[config.mk]
export PLATFORM = sky130hd
export DESIGN_NAME = msg_sequencer
export DESIGN_NICKNAME = d
export VERILOG_FILES = /design/src/rtl/msg_sequencer.sv
export SDC_FILE = /design/constraint.sdc
export NUM_CORES = 1
export LEC_CHECK = 0
export BUFFER_PORTS_ARGS = -buffer_cell sky130_fd_sc_hd__buf_4
export CORE_ASPECT_RATIO = 1.2
export CORE_UTILIZATION = 40
export DETAILED_ROUTE_END_ITERATION = 10
export PLACE_DENSITY_LB_ADDON = 0.15
export SYNTH_ARGS = -nofsm -noshare
export SYNTH_HDL_FRONTEND = slang
export SYNTH_SLANG_ARGS = --single-unit
[constraint.sdc]
create_clock -name clk -period 2.9 [get_ports clk]
set_input_delay 0.435 -clock clk [delete_from_list [all_inputs] [get_ports clk]]
set_output_delay 0.435 -clock clk [all_outputs]
set_load 0.01 [all_outputs]
[src/rtl/msg_sequencer.sv]
// Steps a host-written ASCII buffer through the LED matrix character lookup,
// one character per HOLD cycles with an optional GAP blank, once or looping.
module msg_sequencer #(
  parameter int MAX_LEN = 16,
  parameter int AW      = 4,
  parameter int HOLD    = 12_000_000,
  parameter int GAP     = 1_200_000
) (
  input  logic          clk,
  input  logic          rst,
  input  logic          wr_en,
  input  logic [AW-1:0] wr_addr,
  input  logic [7:0]    wr_char,
  input  logic [AW:0]   msg_len,
  input  logic          loop,
  input  logic          start,
  input  logic          stop,
  output logic [7:0]    char,
  output logic [AW-1:0] char_idx,
  output logic          load,
  output logic          busy,
  output logic          done
);

  // Handshake: none of the ports use valid/ready. start is a level sampled
  // only in IDLE; load is a one-cycle strobe marking img valid downstream.

  typedef enum logic [1:0] {
    S_IDLE = 2'd0,
    S_SHOW = 2'd1,
    S_GAP  = 2'd2
  } state_t;

  localparam logic [31:0] HOLD_LAST = 32'(HOLD - 1);
  localparam logic [31:0] GAP_LAST  = (GAP > 0) ? 32'(GAP - 1) : 32'd0;
  localparam logic [AW:0] MAX_LEN_W = (AW + 1)'(MAX_LEN);
  localparam logic [AW:0] ONE_W     = (AW + 1)'(1);

  // Current FSM state, kept as a named signal for probing and checker binding.
  state_t      state;

  logic [7:0]  mem [MAX_LEN];
  logic [31:0] timer;
  logic [AW:0] len_q;
  logic        loop_q;
  logic        char_wr;

  logic          wr_ok;
  logic [AW:0]   start_len;
  logic [AW:0]   next_idx_w;
  logic [AW-1:0] next_idx;
  logic          last_char;

  state_t        adv_state;
  logic [7:0]    adv_char;
  logic [AW-1:0] adv_idx;
  logic          adv_done;
  logic          adv_busy;

  always_comb begin
    wr_ok      = wr_en && (state == S_IDLE) && ({1'b0, wr_addr} < MAX_LEN_W);
    start_len  = (msg_len > MAX_LEN_W) ? MAX_LEN_W : msg_len;
    next_idx_w = {1'b0, char_idx} + ONE_W;
    next_idx   = next_idx_w[AW-1:0];
    last_char  = (next_idx_w >= len_q);
  end

  // What happens at the end of a character slot (after HOLD, or after GAP).
  always_comb begin
    adv_state = S_SHOW;
    adv_char  = mem[next_idx];
    adv_idx   = next_idx;
    adv_done  = 1'b0;
    adv_busy  = 1'b1;
    if (last_char) begin
      if (loop_q) begin
        adv_char = mem[0];
        adv_idx  = '0;
      end else begin
        adv_state = S_IDLE;
        adv_char  = 8'h00;
        adv_idx   = char_idx;
        adv_done  = 1'b1;
        adv_busy  = 1'b0;
      end
    end
  end

  always_ff @(posedge clk) begin
    if (wr_ok) begin
      mem[wr_addr] <= wr_char;
    end
  end

  always_ff @(posedge clk) begin
    if (rst) begin
      state    <= S_IDLE;
      char     <= 8'h00;
      char_idx <= '0;
      load     <= 1'b0;
      busy     <= 1'b0;
      done     <= 1'b0;
      timer    <= 32'd0;
      len_q    <= '0;
      loop_q   <= 1'b0;
      char_wr  <= 1'b0;
    end else begin
      // The lookup registers char once, so img is valid one edge after char_wr.
      load    <= char_wr;
      char_wr <= 1'b0;
      done    <= 1'b0;
      if (stop) begin
        if (state != S_IDLE) begin
          char_wr <= 1'b1;
        end
        state    <= S_IDLE;
        char     <= 8'h00;
        char_idx <= '0;
        busy     <= 1'b0;
        timer    <= 32'd0;
      end else begin
        case (state)
          S_IDLE: begin
            if (start && (msg_len != '0)) begin
              state    <= S_SHOW;
              busy     <= 1'b1;
              len_q    <= start_len;
              loop_q   <= loop;
              char_idx <= '0;
              char     <= mem[0];
              timer    <= 32'd0;
              char_wr  <= 1'b1;
            end
          end
          S_SHOW: begin
            if (timer == HOLD_LAST) begin
              timer   <= 32'd0;
              char_wr <= 1'b1;
              if (GAP > 0) begin
                state <= S_GAP;
                char  <= 8'h00;
              end else begin
                state    <= adv_state;
                char     <= adv_char;
                char_idx <= adv_idx;
                done     <= adv_done;
                busy     <= adv_busy;
              end
            end else begin
              timer <= timer + 32'd1;
            end
          end
          S_GAP: begin
            if (timer == GAP_LAST) begin
              timer    <= 32'd0;
              char_wr  <= 1'b1;
              state    <= adv_state;
              char     <= adv_char;
              char_idx <= adv_idx;
              done     <= adv_done;
              busy     <= adv_busy;
            end else begin
              timer <= timer + 32'd1;
            end
          end
          default: begin
            state <= S_IDLE;
            char  <= 8'h00;
            busy  <= 1'b0;
          end
        endcase
      end
    end
  end

  a_busy_state: assert property (@(posedge clk) disable iff (rst)
    busy == (state != S_IDLE));
  a_done_idle: assert property (@(posedge clk) disable iff (rst)
    done |-> !busy);
  a_idx_range: assert property (@(posedge clk) disable iff (rst)
    busy |-> ({1'b0, char_idx} < len_q));

endmodule

# After elaboration in Yosys (flattened, before gate mapping)
# Memory sizes are Yosys's and may differ from the RTL's.
# Index checks and enable logic that the tools add are counted.
# op_classes
addsub	2
reduce_logical	14
muxes	36
order_cmp	2
n_eq_ne	8
n_bitwise	5
# op_table
operator	count
32-bit 2-to-1 mux	3
32-bit one-hot mux with 3 select lines	1
8-bit 2-to-1 mux	5
32-bit by 1-bit adder with 32-bit output (second input constant)	1
32-bit by 21-bit equality test with 1-bit output (second input constant)	1
32-bit by 24-bit equality test with 1-bit output (second input constant)	1
8-bit one-hot mux with 3 select lines	1
4-bit 2-to-1 mux	4
1-bit 2-to-1 mux	14
3-bit AND reduction	3
4-bit one-hot mux with 2 select lines	1
2-bit 2-to-1 mux	3
1-bit one-hot mux with 3 select lines	2
2-bit one-hot mux with 3 select lines	1
4-bit by 1-bit adder with 5-bit output (second input constant)	1
5-bit greater-or-equal comparator	1
5-bit > comparator (second input constant)	1
5-bit 2-to-1 mux	1
1-bit NOT	5
5-bit nonzero test	1
5-bit OR reduction	1
2-bit != test (second input constant)	2
4-bit AND reduction	1
2-bit nonzero test	2
9 further kinds	10
# totals
ff_bits	56
out_inout_bits	15
wordCells	78
inputBits	23
mem_count	1
ramBits	128
# mem_list
memory	words	width	rd	rd_clocked_by_memory_dff	wr	line_no	source
mem	16	8	2	0	1	42	logic [7:0] mem [MAX_LEN];

# Logic depth before layout (Yosys ltp)
# Gate-level depths: netlist of run 1.
# depth
ltp_word	5
mapped_depth	12
ltp_nobuf	9

# Worst setup path after synthesis of run 1
# No wires, ideal clock.
# synth_path
path_type	register to register
startpoint	register char_idx[0]
endpoint	register char[0]
n_path_buf	3
synth_period_minus_slack_ns	3.005
required_time_ns	2.814
setup_slack_ns	-0.105
setup_ns	0.086
t_arrival_ns	2.919
stages_incl_launch_ff	13
path_cell_list	dfxtp_1 -> buf_6 -> buf_6 -> nand3_1 -> xor2_1 -> inv_1 -> ha_1 -> and4_1 -> a21oi_1 -> o211a_1 -> clkbuf_1 -> a22oi_1 -> a211oi_1
# synth_between
elab_chain_len	5
word_cells_on_any_way	6
classes_between	add/sub (1); order compare (1); mux (3); memory (1)
# synth_lines
item	line_no	source
start, declared	19	output logic [AW-1:0] char_idx,
start signal, assigned	145	char_idx <= adv_idx;
start signal, assigned	159	char_idx <= adv_idx;
4-bit by 1-bit adder with 5-bit output (*)	63	next_idx_w = {1'b0, char_idx} + ONE_W;
memory 16 x 8 bit or 5-bit greater-or-equal comparator (tied branches)	--	
8-bit 2-to-1 mux (*)	75	if (last_char) begin
8-bit 2-to-1 mux (*)	154	if (timer == GAP_LAST) begin
8-bit one-hot mux with 3 select lines (*)	122	case (state)
end signal, assigned	130	char <= mem[0];
end signal, assigned	144	char <= adv_char;
end signal, assigned	158	char <= adv_char;
end, declared	18	output logic [7:0] char,
# Every way passes the cells marked *; elsewhere a longest branch is shown, timed or not. The select of a mux whose other input is x is not followed.
# A chain may end at the register's enable or synchronous reset.

# Final worst setup path of run 1
# layout_path
startpoint	register char_idx[0]
endpoint	register char[3]
# Same word-level chain as after synthesis.

==> flow_summary.ini, run 1 <==
[clock_tree]
cts_root_buf = clkbuf_16
post-cts-setup-buffers = 0
cts_tree = built
numCtsBuffers = 17
cts.repair.resized = 0
cts.sinks = 184
cts_buffer_depth = 2
cts.htree.levels = 4
clk_latency_ns = 0.43
clkTransAtPathRegs_ns = 0.07
ctsHoldBuffers = 0

[worst_setup_path]
cp.arrival_ns = 2.88
cp_max_fo = 8
critical-path-max-stage-delay_ns = 0.59
start_kind = flop
cpMostUsedCell = ha_1
critPathBufInv = 0
end_kind = flop
crit_start = char_idx[0]
required_ns = 3.24
cp_cell_sequence = ha_1 > and3_1 > ha_1 > and4_1 > a21oi_1 > o221ai_1 > a22oi_1 > a211oi_1
critPathSlowestCell = o221ai_1
timing.rr.start = char_idx[0]
critPathTopFamily = compound AO/OA/AOI/OAI gates
crit_type = reg2reg

[yosys]
syn_avg_cell_area_um2 = 14.3
ys_seq_area_share_pct = 60.9
synthCells = 569
syn_nets = 604
synth_area_um2 = 8150
yosys_warnings = 0
synth_cell_types = 70
ys_async_sr_fraction_pct = 0
synth_edf_count = 128
synthFlopType = edfxtp_1
ys_ff_latch = 184

[global_routing]
grt_max_degree = 34
grt_pass1_wl_mm = 28.2
grt_usage_pct = 18.0
grt_pass1_vias = 5081
grt_antenna_before_repair = 0
grt.overflow.total = 0

[power_and_ir_drop]
vdd_drop_max_mv = 0.394
powerDensity_nw_per_um2 = 577
p_leak_uw = 0.00314

[placed_design]
gp_congestion = 0.822
post-place-ws_ns = 0.320
io_buffers = 37
dp_hpwl_mm = 12.3

[worst_hold_path]
hold_class = in2reg
min-delay-start = rst

[timing]
max_slew.worst_pin.slew_ns = 0.985
drv_slew = 0
rsz0062_at_grt = no
worst_clock_skew_ns = 0.0102
finalCritPeriodShare_pct = 87.5
setup_ws_ns = 0.362
max_freq_mhz = 394
setup_viol = 0
hold_violations = 0
fin_tns_setup_ns = 0
max-slew-margin-rel_pct = 33.8
finalCriticalPeriod_ns = 2.54

[drt]
viasPerCell = 5.54
ant_nets = 0
drc = 0
totalWireLength_mm = 17.4
wl_per_cell_um = 19.4
drtIter0Drc = 293
vias = 4974
drt_first_pass_iters = 5

[final_layout]
nets = 659
final_common_cell = edfxtp_1
syn_to_final_growth_pct = 15.6
drive_above_1_share_pct = 23.9
diodes = 0
layout_common_cells = edfxtp_1 (128), buf_4 (63), dfxtp_1 (55), mux4_2 (39), nor2_1 (36)

[die]
rows = 56
die_w_um = 132
die_area_um2 = 20900
io_pins = 38
initial_core_util_pct = 41.2
die_y_um = 158
core_area_um2 = 19800

[run]
drv_cap = 0

[status]
status = complete, no violations
final cells by class:
cell class              instances  area (µm²)
fillers                      1752       10300
flip-flops and latches        184        4970
multi-input cells             340        2970
repair buffers                 64         493
clock buffers                  17         425
well taps                     261         327
clock inverters                15         175
inverters                      17        63.8
cell usage after synthesis, types with 12 or more instances:
library cell	number	area (µm²)
nor2_1	36	135
nand2_1	23	86.3
and3_1	15	93.8
edfxtp_1	128	3840
or3_1	13	81.3
mux4_2	39	878
dfxtp_1	56	1120
o21ai_0	14	70.1
ha_1	12	150
a211oi_1	12	90.1
a21oi_1	19	95.1
inv_1	17	63.8
nand3_1	21	105
layer usage:
layer | GRT usage (%) | routed length (µm) | vias up | share of wire (%)
met1 | 22.1 | 7550 | 2499 | 43
met5 | 0 | 0 | - | 0
met2 | 32.1 | 9160 | 100 | 53
li1 | - | - | 2361 | -
met4 | 6.08 | 225 | 0 | 1.3
met3 | 3.31 | 498 | 14 | 2.9
cells by family (layout without fill, tap and decap cells):
kind of cell	count (synthesis)	after routing	synth area share, %
flops	184	184	60.9
simple gates	171	171	12.0
compound gates	92	92	8.42
mux	51	51	12.5
buf+inv	45	113	2.75
xor+xnor	14	14	1.60
fa+ha+maj	12	12	1.84
through the flow:
stage | util, % | total power (µW) | hold WS [ns] | cells | area (µm²)
floorplan | - | 3040 | 0.414 | 569 | 8150
finish | 47.7 | 5430 | 0.247 | 898 | 9420
CTS | 47.7 | 5510 | 0.229 | 898 | 9420
detailed placement | 44.6 | 3150 | 0.436 | 866 | 8810
global placement | 44.6 | 3140 | 0.436 | 866 | 8810
global route | 47.7 | 5630 | 0.245 | 898 | 9420
state kept, by name, indices dropped and copies added (netlist names), 2 cells and up:
register / count
char: 8
char_idx: 4
len_q: 5
mem: 128
state: 2
timer: 32
final timing paths:
| path | slack, ns | end | cells after the start |
|---|---|---|---|
| worst max-delay path | 0.36 | char[3] | 8 |
| worst min-delay path | 0.25 | char_wr | 2 |
| worst max register to register | 0.36 | char[3] | 8 |
| worst min register to register | 0.44 | load | 1 |
power by group:
part	switching (µW)	internal [µW]	leakage [µW]
clock network	1040	1310	0.000293
logic	142	92.3	0.00124
registers	15.4	2840	0.00161
total	1200	4240	0.00314
No activity file was read; power rests on OpenSTA's default activity.
==> run 2, diff against run 1 <==
--- a/config.mk
+++ b/config.mk
@@ -10,6 +10,7 @@
 export CORE_UTILIZATION = 40
 export DETAILED_ROUTE_END_ITERATION = 10
 export PLACE_DENSITY_LB_ADDON = 0.15
+export SETUP_SLACK_MARGIN = 0.5
 export SYNTH_ARGS = -nofsm -noshare
 export SYNTH_HDL_FRONTEND = slang
 export SYNTH_SLANG_ARGS = --single-unit
==> run 2 against run 1 <==
  * Combinational power up 10%
  * Highest routed layer unchanged
  * Flip-flop and latch count unchanged
  * Total power up 0.85%
  * Critical endpoint is now char[0]
  * Largest power group unchanged
  * First-iteration DRC count up 6.5%
==> flow_summary.ini, run 2 (synthesis gave the netlist of run 1 again) <==
[placed_design]
dpl_cell_area_um2 = 8950
io_buffers = 37
gp_congestion = 0.835
post-place-ws_ns = 0.388
dp_hpwl_mm = 12.8

[clock_tree]
cts.htree.levels = 4
numCtsBuffers = 17
cts.sinks = 184
cts_buffer_depth = 2
clkTransAtPathRegs_ns = 0.07
cts_root_buf = clkbuf_16
cts_tree = built
clk_latency_ns = 0.44

[power_and_ir_drop]
pwr-share-comb_pct = 4.7
vdd_drop_max_mv = 0.391
p_sw_uw = 1350
p_int_uw = 4130
powerDensity_nw_per_um2 = 561
sw_frac_of_total_pct = 24.6
p_clk_share_pct = 43.2
seq_power_share_pct = 52.1
p_leak_uw = 0.00325

[timing]
setup_viol = 0
drv_slew = 0
hold_violations = 0
setup_ws_ns = 0.622
max-slew-margin-rel_pct = 59.6
fin_tns_setup_ns = 0
max_slew.worst_pin.slew_ns = 0.602
worst_clock_skew_ns = 0.0230
max_freq_mhz = 439
finalCriticalPeriod_ns = 2.28
finalCritPeriodShare_pct = 78.6
rsz0062_at_grt = no

[worst_setup_path]
cp_max_fo = 8
timing.rr.start = char_idx[0]
timing.rr.end = char[0]
cpMostUsedCell = mux4_2
rr_worst_depth = 6
critPathTopFamily = multiplexers
cp.arrival_ns = 2.58
required_ns = 3.20
crit_type = reg2reg
critical_path_depth = 6
critical-path-max-stage-delay_ns = 0.50
end_kind = flop
r2r_slack_ns = 0.62
start_kind = flop
critPathBufInv = 1
critPathSlowestCell = mux4_2
cp_cell_sequence = ha_4 > buf_6 > mux4_2 > mux4_2 > a22oi_1 > a211oi_1

[global_routing]
grt_antenna_before_repair = 0
grt_pass1_vias = 5190
grt_pass1_wl_mm = 28.9
grt_usage_pct = 18.5
grt.overflow.total = 0
grt_max_degree = 37

[drt]
viasPerCell = 5.54
drc = 0
vias = 5066
totalWireLength_mm = 18.2
ant_nets = 0
drtIter0Drc = 312
drt_first_pass_iters = 4
wl_per_cell_um = 19.9

[worst_hold_path]
min-delay-start = rst
hold_class = in2reg
min_delay_path_depth = 2
holdPathEnd = len_q[0]

[die]
initial_core_util_pct = 41.2
rows = 56
die_w_um = 132
core_area_um2 = 19800
die_y_um = 158
io_pins = 38
die_area_um2 = 20900

[final_layout]
syn_to_final_growth_pct = 19.9
nets = 675
diodes = 0
postLayoutCellArea_um2 = 9770
largest_reg_flops = 128
final_core_util_pct = 49.4
layout_common_cells = edfxtp_1 (128), buf_4 (74), dfxtp_1 (51), mux4_2 (39), nor2_1 (36)
final_common_cell = edfxtp_1
largest_register = mem
drive_above_1_share_pct = 28.6
fillers = 1729
reg_top3 = mem x128, timer x32, char x8

[status]
status = complete, no violations

[run]
drv_cap = 0
## run 2: cell types whose count changed in the layout (fill, tap and decap cells not counted), moves of 4 or more
cell	before	now
clkinv_8	0	5
inv_6	7	0
ha_1	12	8
buf_4	63	74
dfxtp_1	55	51
inv_8	3	7
## run 2: area by class of cell
type	instances	area, µm²	area share [%]
clock buffers	17	425	4.36
flip-flops and latches	184	4970	50.9
inverters	17	63.8	0.653
clock inverters	15	194	1.99
well taps	261	327	3.34
multi-input cells	340	3120	32.0
repair buffers	80	658	6.74
## run 2: routing by layer
layer  up-vias  GRT usage, %  part of all wire (%)
met4         0          7.06                   1.7
met5         -             0                     0
met1      2552          22.3                    43
met3        21          3.44                   3.8
li1       2387             -                     -
met2       106          33.1                    52
## run 2: stage by stage
stage / total power [µW] / hold slack (ns) / cells
after floorplan: 3040 / 0.414 / 569
after global placement: 3150 / 0.437 / 873
after detailed placement: 3160 / 0.450 / 873
after CTS: 5520 / 0.223 / 913
after global routing: 5670 / 0.229 / 914
final: 5480 / 0.231 / 914
## run 2: worst reg2reg max path, cell delays in order (launching register included)
cell,delay [ns]
dfxtp_4,0.38
ha_4,0.36
buf_6,0.17
mux4_2,0.50
mux4_2,0.47
a22oi_1,0.17
a211oi_1,0.10
## run 2: repair_timing
| item | in CTS | in global routing |
|---|---|---|
| gates resized for setup | 3 | 14 |
| cloned | 0 | 0 |
| setup endpoints to repair | 14 | 32 |
| hold buffers | 0 | 0 |
| buffers inserted | 8 | 1 |
| pin swaps | 3 | 6 |
## run 2: power by group through the flow
stage | Sequential, µW | Combinational (µW) | Clock [µW]
floorplan | 2910 | 130 | 0
global placement | 2910 | 239 | 0
detailed placement | 2910 | 246 | 0
CTS | 2850 | 255 | 2420
global route | 2860 | 284 | 2530
finish | 2850 | 259 | 2370
## run 2: worst max path at each step
stage / startpoint / to / slack, ns
after global routing: char_idx[2] / char_idx[0] / 0.49
after global placement: state[0] / timer[29] / 0.48
final: char_idx[0] / char[0] / 0.62
after floorplan: char_idx[0] / char[0] / 0.50
after CTS: state[0] / timer[30] / 0.49
after detailed placement: char_idx[2] / char[6] / 0.39
